[config.mk]
export PLATFORM = sky130hd
export DESIGN_NAME = accum_ctrl_fsm
export DESIGN_NICKNAME = d
export VERILOG_FILES = /design/src/rtl/accum_ctrl_fsm.sv
export SDC_FILE = /design/constraint.sdc
export NUM_CORES = 1
export LEC_CHECK = 0
export ABC_AREA = 1
export CAP_MARGIN = 20
export CORE_UTILIZATION = 45
export CTS_BUF_LIST = sky130_fd_sc_hd__clkbuf_8
export CTS_CLUSTER_DIAMETER = 30
export DETAILED_ROUTE_END_ITERATION = 6
export PLACE_DENSITY = 0.73
export SKIP_CTS_REPAIR_TIMING = 1
export SYNTH_ARGS = -nofsm -noshare
export SYNTH_HDL_FRONTEND = slang
export SYNTH_SLANG_ARGS = --single-unit
export TNS_END_PERCENT = 5
[constraint.sdc]
create_clock -name CLK -period 2.46 [get_ports CLK]
set_input_delay 0.492 -clock CLK [delete_from_list [all_inputs] [get_ports CLK]]
set_output_delay 0.492 -clock CLK [all_outputs]
set_load 0.02 [all_outputs]
[src/rtl/accum_ctrl_fsm.sv]
// Multicycle control FSM for the accumulator processor: sequences FETCH/DECODE
// and per-opcode execute states, driving datapath strobes as registered outputs.
module accum_ctrl_fsm (
  input  logic       CLK,
  input  logic       RST_n,
  input  logic [3:0] Opcode,
  input  logic [3:0] funct,
  input  logic       LocationSelect,
  input  logic [2:0] RegSelect,
  input  logic       Zero,
  output logic       IRWrite,
  output logic       PCWrite,
  output logic       MemWrite,
  output logic       RegWrite,
  output logic       AccWrite,
  output logic       EXT,
  output logic       PopPush,
  output logic       Call,
  output logic [2:0] RegDest,
  output logic [1:0] PCSource,
  output logic       ALUSrcA,
  output logic [1:0] ALUSrcB,
  output logic [3:0] ALUOp,
  output logic       Halted,
  output logic       Illegal,
  output logic [3:0] State
);

  localparam logic [2:0] SP_IDX  = 3'd6;
  localparam logic [2:0] RA_IDX  = 3'd5;
  localparam logic [3:0] ALU_ADD = 4'd2;
  localparam logic [3:0] ALU_SUB = 4'd6;
  localparam logic [3:0] OP_LW   = 4'd2;
  localparam logic [3:0] OP_BNE  = 4'd7;

  typedef enum logic [4:0] {
    S_IDLE, S_FETCH, S_DECODE, S_EXEC_R, S_EXEC_I, S_MEM_ADDR, S_MEM_RD,
    S_MEM_WB, S_MEM_WR, S_SP_DEC, S_STK_WR, S_STK_RD, S_SP_INC, S_BRANCH,
    S_JUMP, S_CALL, S_RET_RD, S_RET_PC, S_HALT, S_ILLEGAL
  } state_t;

  state_t state;
  state_t nxt;
  logic   pc_write_q;
  logic   br_en;
  logic   br_ne;

  always_comb begin
    nxt = S_FETCH;
    case (state)
      S_IDLE:     nxt = S_FETCH;
      S_FETCH:    nxt = S_DECODE;
      S_DECODE: begin
        case (Opcode)
          4'd0:       nxt = S_EXEC_R;
          4'd1:       nxt = S_EXEC_I;
          4'd2, 4'd3: nxt = S_MEM_ADDR;
          4'd4:       nxt = S_SP_DEC;
          4'd5:       nxt = S_STK_RD;
          4'd6, 4'd7: nxt = S_BRANCH;
          4'd8:       nxt = S_JUMP;
          4'd9:       nxt = S_CALL;
          4'd10:      nxt = S_RET_RD;
          4'd15:      nxt = S_HALT;
          default:    nxt = S_ILLEGAL;
        endcase
      end
      S_MEM_ADDR: nxt = (Opcode == OP_LW) ? S_MEM_RD : S_MEM_WR;
      S_MEM_RD:   nxt = S_MEM_WB;
      S_SP_DEC:   nxt = S_STK_WR;
      S_STK_RD:   nxt = S_SP_INC;
      S_CALL:     nxt = S_JUMP;
      S_RET_RD:   nxt = S_RET_PC;
      S_HALT:     nxt = S_HALT;
      default:    nxt = S_FETCH;
    endcase
  end

  // Outputs are registered by decoding the state being entered, so each
  // strobe is glitch-free and aligned with the state it belongs to.
  always_ff @(posedge CLK or negedge RST_n) begin
    if (!RST_n) begin
      state      <= S_IDLE;
      IRWrite    <= 1'b0;
      pc_write_q <= 1'b0;
      MemWrite   <= 1'b0;
      RegWrite   <= 1'b0;
      AccWrite   <= 1'b0;
      PopPush    <= 1'b0;
      Call       <= 1'b0;
      RegDest    <= 3'd0;
      PCSource   <= 2'd0;
      ALUSrcA    <= 1'b0;
      ALUSrcB    <= 2'd0;
      ALUOp      <= 4'd0;
      Halted     <= 1'b0;
      Illegal    <= 1'b0;
      br_en      <= 1'b0;
      br_ne      <= 1'b0;
    end else begin
      state      <= nxt;
      IRWrite    <= (nxt == S_FETCH);
      pc_write_q <= nxt inside {S_FETCH, S_JUMP, S_RET_PC};
      MemWrite   <= nxt inside {S_MEM_WR, S_STK_WR};
      RegWrite   <= nxt inside {S_MEM_WB, S_SP_DEC, S_STK_RD, S_SP_INC, S_CALL};
      AccWrite   <= nxt inside {S_EXEC_R, S_EXEC_I};
      PopPush    <= nxt inside {S_MEM_WB, S_STK_WR, S_STK_RD, S_RET_RD};
      Call       <= (nxt == S_CALL);
      ALUSrcA    <= nxt inside {S_EXEC_R, S_MEM_ADDR};
      Halted     <= (nxt == S_HALT);
      Illegal    <= (nxt == S_ILLEGAL);
      br_en      <= (nxt == S_BRANCH);
      br_ne      <= (Opcode == OP_BNE);
      RegDest    <= 3'd0;
      PCSource   <= 2'd0;
      ALUSrcB    <= 2'd0;
      ALUOp      <= 4'd0;
      case (nxt)
        S_FETCH: begin
          ALUSrcB <= 2'd1;
          ALUOp   <= ALU_ADD;
        end
        S_EXEC_R: begin
          ALUSrcB <= LocationSelect ? 2'd2 : 2'd0;
          ALUOp   <= funct;
        end
        S_EXEC_I: begin
          ALUSrcB <= 2'd2;
          ALUOp   <= ALU_ADD;
        end
        S_MEM_ADDR: ALUSrcB <= 2'd2;
        S_MEM_WB, S_STK_RD: RegDest <= RegSelect;
        S_SP_DEC: begin
          RegDest <= SP_IDX;
          ALUSrcB <= 2'd1;
          ALUOp   <= ALU_SUB;
        end
        S_SP_INC: begin
          RegDest <= SP_IDX;
          ALUSrcB <= 2'd1;
          ALUOp   <= ALU_ADD;
        end
        S_CALL:   RegDest  <= RA_IDX;
        S_BRANCH: PCSource <= 2'd1;
        S_JUMP:   PCSource <= 2'd2;
        S_RET_PC: PCSource <= 2'd3;
        default: ;
      endcase
    end
  end

  // Zero is only valid in the branch cycle, and the opcode only after the IR
  // loads, so these two outputs are gated combinationally.
  assign PCWrite = pc_write_q | (br_en & (Zero ^ br_ne));
  assign EXT     = (state == S_DECODE) & (Opcode inside {4'd1, 4'd2, 4'd3, 4'd6, 4'd7});

  // 20 states share a 4-bit debug field: sibling states of different
  // instructions share a code and are told apart by Opcode.
  always_comb begin
    State = 4'd0;
    case (state)
      S_IDLE:               State = 4'd0;
      S_FETCH:              State = 4'd1;
      S_DECODE:             State = 4'd2;
      S_EXEC_R:             State = 4'd3;
      S_EXEC_I:             State = 4'd4;
      S_MEM_ADDR:           State = 4'd5;
      S_MEM_RD, S_RET_RD:   State = 4'd6;
      S_MEM_WB, S_STK_RD:   State = 4'd7;
      S_MEM_WR, S_STK_WR:   State = 4'd8;
      S_SP_DEC, S_SP_INC:   State = 4'd9;
      S_BRANCH:             State = 4'd10;
      S_JUMP:               State = 4'd11;
      S_CALL:               State = 4'd12;
      S_RET_PC:             State = 4'd13;
      S_HALT:               State = 4'd14;
      S_ILLEGAL:            State = 4'd15;
      default:              State = 4'd0;
    endcase
  end

endmodule

* Word level (Yosys, flattened, before mapping)
Memory sizes are Yosys's and may differ from the RTL's.
Cells that the tools add are included.
** Operators by class
- Equal/unequal tests :: 31
- Muxes and demuxes :: 7
- Bitwise logic cells :: 4
- Reductions and logical operators :: 12
** Operators by type and width (count)
- equality test 5 x 4 -> 1 bit, second input constant :: 11
- case mux 5 bit (9 select lines) :: 1
- equality test 5 bit, second input constant :: 6
- equality test 5 x 3 -> 1 bit, second input constant :: 5
- case mux 2 bit (3 select lines) :: 2
- case mux 4 bit (3 select lines) :: 1
- equality test 5 x 1 -> 1 bit, second input constant :: 2
- equality test 5 x 2 -> 1 bit, second input constant :: 2
- nonzero test 5 bit :: 2
- case mux 3 bit (3 select lines) :: 1
- equality test 4 x 2 -> 1 bit, second input constant :: 2
- equality test 4 x 3 -> 1 bit, second input constant :: 2
- nonzero test 2 bit :: 3
- OR reduction 2 bit :: 3
- OR reduction 3 bit :: 2
- equality test 4 x 1 -> 1 bit, second input constant :: 1
- two-way mux 4 bit :: 1
- nonzero test 4 bit :: 1
- nonzero test 3 bit :: 1
- bitwise AND 1 bit :: 2
- two-way mux 2 bit :: 1
- bitwise OR 1 bit :: 1
- bitwise XOR 1 bit :: 1
** Word-level totals
- Register bits after elaboration :: 28
- Memory bits (read-only) :: 208
- Logic and storage cells :: 73
- Memories kept :: 2
** Memories
- (no name shown) :: words 32, bits a word 4, read ports 1, clocked after memory_dff 0, write ports 0, RTL line 161 : case (state)
- (no name shown) :: words 16, bits a word 5, read ports 1, clocked after memory_dff 0, write ports 0, RTL line 54 : case (Opcode)

* Logic depth before layout (Yosys ltp)
- Word-level depth :: 6
- Gate-level depth with buffers :: 14
- Depth with buffers taken out :: 14

* Least setup slack after synthesis
Ideal clock, no wire load.
- Kind :: register to output
- From :: register state[0]
- To :: output port EXT
- Arrival time :: 1.564 ns
- Data required time :: 1.968 ns
- Setup slack :: 0.404 ns
- Cell stages (with the launch flop) :: 7
- Buffers on the path :: 0
- Cells stage by stage :: dfrtp_1 > inv_1 > ha_1 > inv_2 > nor2_2 > nand2_2 > nor3_1
** Between the ends
- Cells in the longest elaborated chain, start to end :: 2
** RTL lines
- start: declaration :: RTL line 42 : state_t state;
- start signal: assignment :: RTL line 101 : state <= nxt;
- equality test 5 x 2 -> 1 bit :: RTL line 155 : assign EXT = (state == S_DECODE) & (Opcode inside {4'd1, 4'd2, 4'd3, 4'd6, 4'd7});
- bitwise AND 1 bit :: RTL line 155
- end: declaration :: RTL line 16 : output logic EXT,
No other way between the ends.

* Worst setup path in the final report
- From :: input port Zero
- To :: output port PCWrite
** Between the ends
- Cells in the longest elaborated chain, start to end :: 3
** RTL lines
- start: declaration :: RTL line 10 : input logic Zero,
- bitwise XOR 1 bit :: RTL line 154 : assign PCWrite = pc_write_q | (br_en & (Zero ^ br_ne));
- bitwise AND 1 bit :: RTL line 154
- bitwise OR 1 bit :: RTL line 154
- end: declaration :: RTL line 12 : output logic PCWrite,
No other way between the ends.

==> results.toml <==
[worst_setup_path]
critPathMaxFanout = 2
critPathKind = "input port to output port"
worst_ep_required_time_ns = 1.97
cp.arrival_ns = 1.91
reg2reg_from = "state[0]$_DFF_PN0_"
r2r_end = "ALUOp[1]$_DFF_PN0_"
worst_setup_path_start_kind = "input port"
endpoint_kind = "output port"
rrSetupSlack_ns = 0.48
rr_worst_depth = 11

[synth]
synth_top_area_cell = "dfrtp_1"
synthDistinctLibCells = 27
ys_seq_area_share_pct = 39.83
netlist_area_sq_um = 1759
ys_warn_count = 0
synth_top_area_share_pct = 39.83
postSynthNetCount = 247
avgSynthCellArea_sq_um = 7.854
ys_top_cells_by_area = "dfrtp_1 40%, nand2_1 11%, ha_1 5.7%"
ys_ff_latch = 28
syn_inst = 224

[floorplanning]
core_sq_um = 3716
ios = 41
dieHeight_um = 64.53
dieArea_sq_um = 4163
core.rowCount = 22
die_w_um = 64.53
start_util_pct = 47.34

[drt]
vias = 1517
ant_nets = 0
route.detailed.vias_per_inst = 4.682
wl_met1_um = 1651
wl_met3_um = 133
drt_iter0_drc = 52
firstDrtPassIters = 4
top_layer = "met4"
route.detailed.drc = 0
met2_length_um = 1630
wl_per_cell_um = 10.65
wl_um = 3451

[finish]
drive_gt1_share_pct = 23.91
design_area_sq_um = 2359
fin_nets = 300
n_antenna_cell = 0
layout_common_cells = "51 x nand2_1, 36 x clkdlybuf4s50_1, 26 x dfrtp_1"
area_growth_pct = 34.07
final_common_cell = "nand2_1"

[timing]
fmax_ghz = 0.4167
worstMarginPinSlew_ns = 0.3360
finalCriticalPeriod_ns = 2.400
tns_ns = 0
slew_viol_final = 0
fin_skew_ns = 0.003356
fin_crit_sh_pct = 97.54
max_slew_margin_pct = 77.60
final-hold-violation-count = 0
rsz0062_at_grt = "false"
setup-violations-final = 0
holdWs_ns = 0.5863

[global_route]
grt_usage_pct = 19.00
grt_pass1_wl_um = 6189
grt_max_degree = 29
grt_pass1_vias = 1379
grt_overflow_total = 0
antenna_found_initial = 0

[place]
io_buffers = 40
dp_hpwl_um = 2755
gp_congestion = 0.8495
placed_area_sq_um = 2275

[cts]
clkLatencyLatePin_ns = 0.27
cts_buffers = 3
clk_pin_slew_ns = 0.09
ctsLongestPathBuffers = 2
clock-sinks = 28
htreeDepth = 1
root_buffer = "clkbuf_8"
cts_tree = "done"

[pwr]
leakagePower_nw = 1.256
vdd_drop_max_uv = 685.0
pwr_density_cell_nw_per_um2 = 1209

[worst_hold_path]
hold_class = "input port to asynchronous set/reset pin"

[job]
cap_viol_max_count = 0

[run_status]
outcome = "finished clean"
## logic make-up (layout without fill, tap and decap cells)
family | count (synthesis) | after routing | share of synthesized area [%]
fa+ha+maj | 8 | 8 | 5.690
simple gates | 133 | 133 | 38.98
buf+inv | 36 | 88 | 8.748
compound gates | 19 | 19 | 6.757
flops | 28 | 28 | 39.83
## stage by stage
stage | setup slack [ns] | utilization (%) | instances | total power, W
after floorplan | 0.4037 | - | 224 | 0.001969
after global placement | 0.08059 | 61.21 | 320 | 0.002511
after detailed placement | 0.04637 | 61.21 | 320 | 0.002524
after CTS | -0.08480 | 63.13 | 324 | 0.002882
after global routing | 0.02124 | 63.47 | 324 | 0.003109
final | 0.06040 | 63.47 | 324 | 0.002853
## final cells by class
cell class | count | area [sq um]
fillers | 332 | 1358
multi-input cells | 160 | 904.6
flip-flops and latches | 28 | 703.2
repair buffers | 51 | 493.0
inverters | 33 | 126.4
well taps | 48 | 60.06
clock buffers | 3 | 41.29
clock inverters | 1 | 30.03
## report_power, final
group          internal, W  switching [W]
logic             0.000700        0.00112
registers         0.000607      0.0000795
clock network     0.000218       0.000129
## worst max-delay path, stage by stage
cell and delay, ns:
clkdlybuf4s50_1 0.42, or2_2 0.28, a31o_2 0.20, clkdlybuf4s50_1 0.53
## state kept, by name, summed over array words and instances, names as in the netlist, 2 cells and up
register  flops
PCSource      2
state         5
RegDest       3
ALUSrcB       2
ALUOp         4
## layer usage
layer / up-vias / global-route usage, %
li1: 800 / -
met1: 676 / 25.53
met2: 37 / 31.71
met3: 4 / 2.993
met4: 0 / 5.000
met5: - / 0
## cells in the mapped netlist (all sizes together)
cell type,n
inv,33
nand2,63
or2,1
buf,3
o211ai,2
dfrtp,28
nor2,45
a31o,1
o21ai,7
o21a,1
a21oi,5
nand3,21
a211oi,1
ha,8
o22ai,2
nor3,3
## how the worst max path moves through the flow
stage | start | cells after the start | slack (ns) | to
6_report | Zero | 4 | 0.06 | PCWrite
5_1_grt | Zero | 4 | 0.02 | PCWrite
4_1_cts | state[2]$_DFF_PN0_ | 4 | -0.08 | State[0]
3_5_place_dp | Opcode[1] | 6 | 0.05 | EXT
3_3_place_gp | Opcode[2] | 7 | 0.08 | EXT
2_1_floorplan | state[0]$_DFF_PN0_ | 6 | 0.40 | EXT
Power figures use the tool's default switching activity.
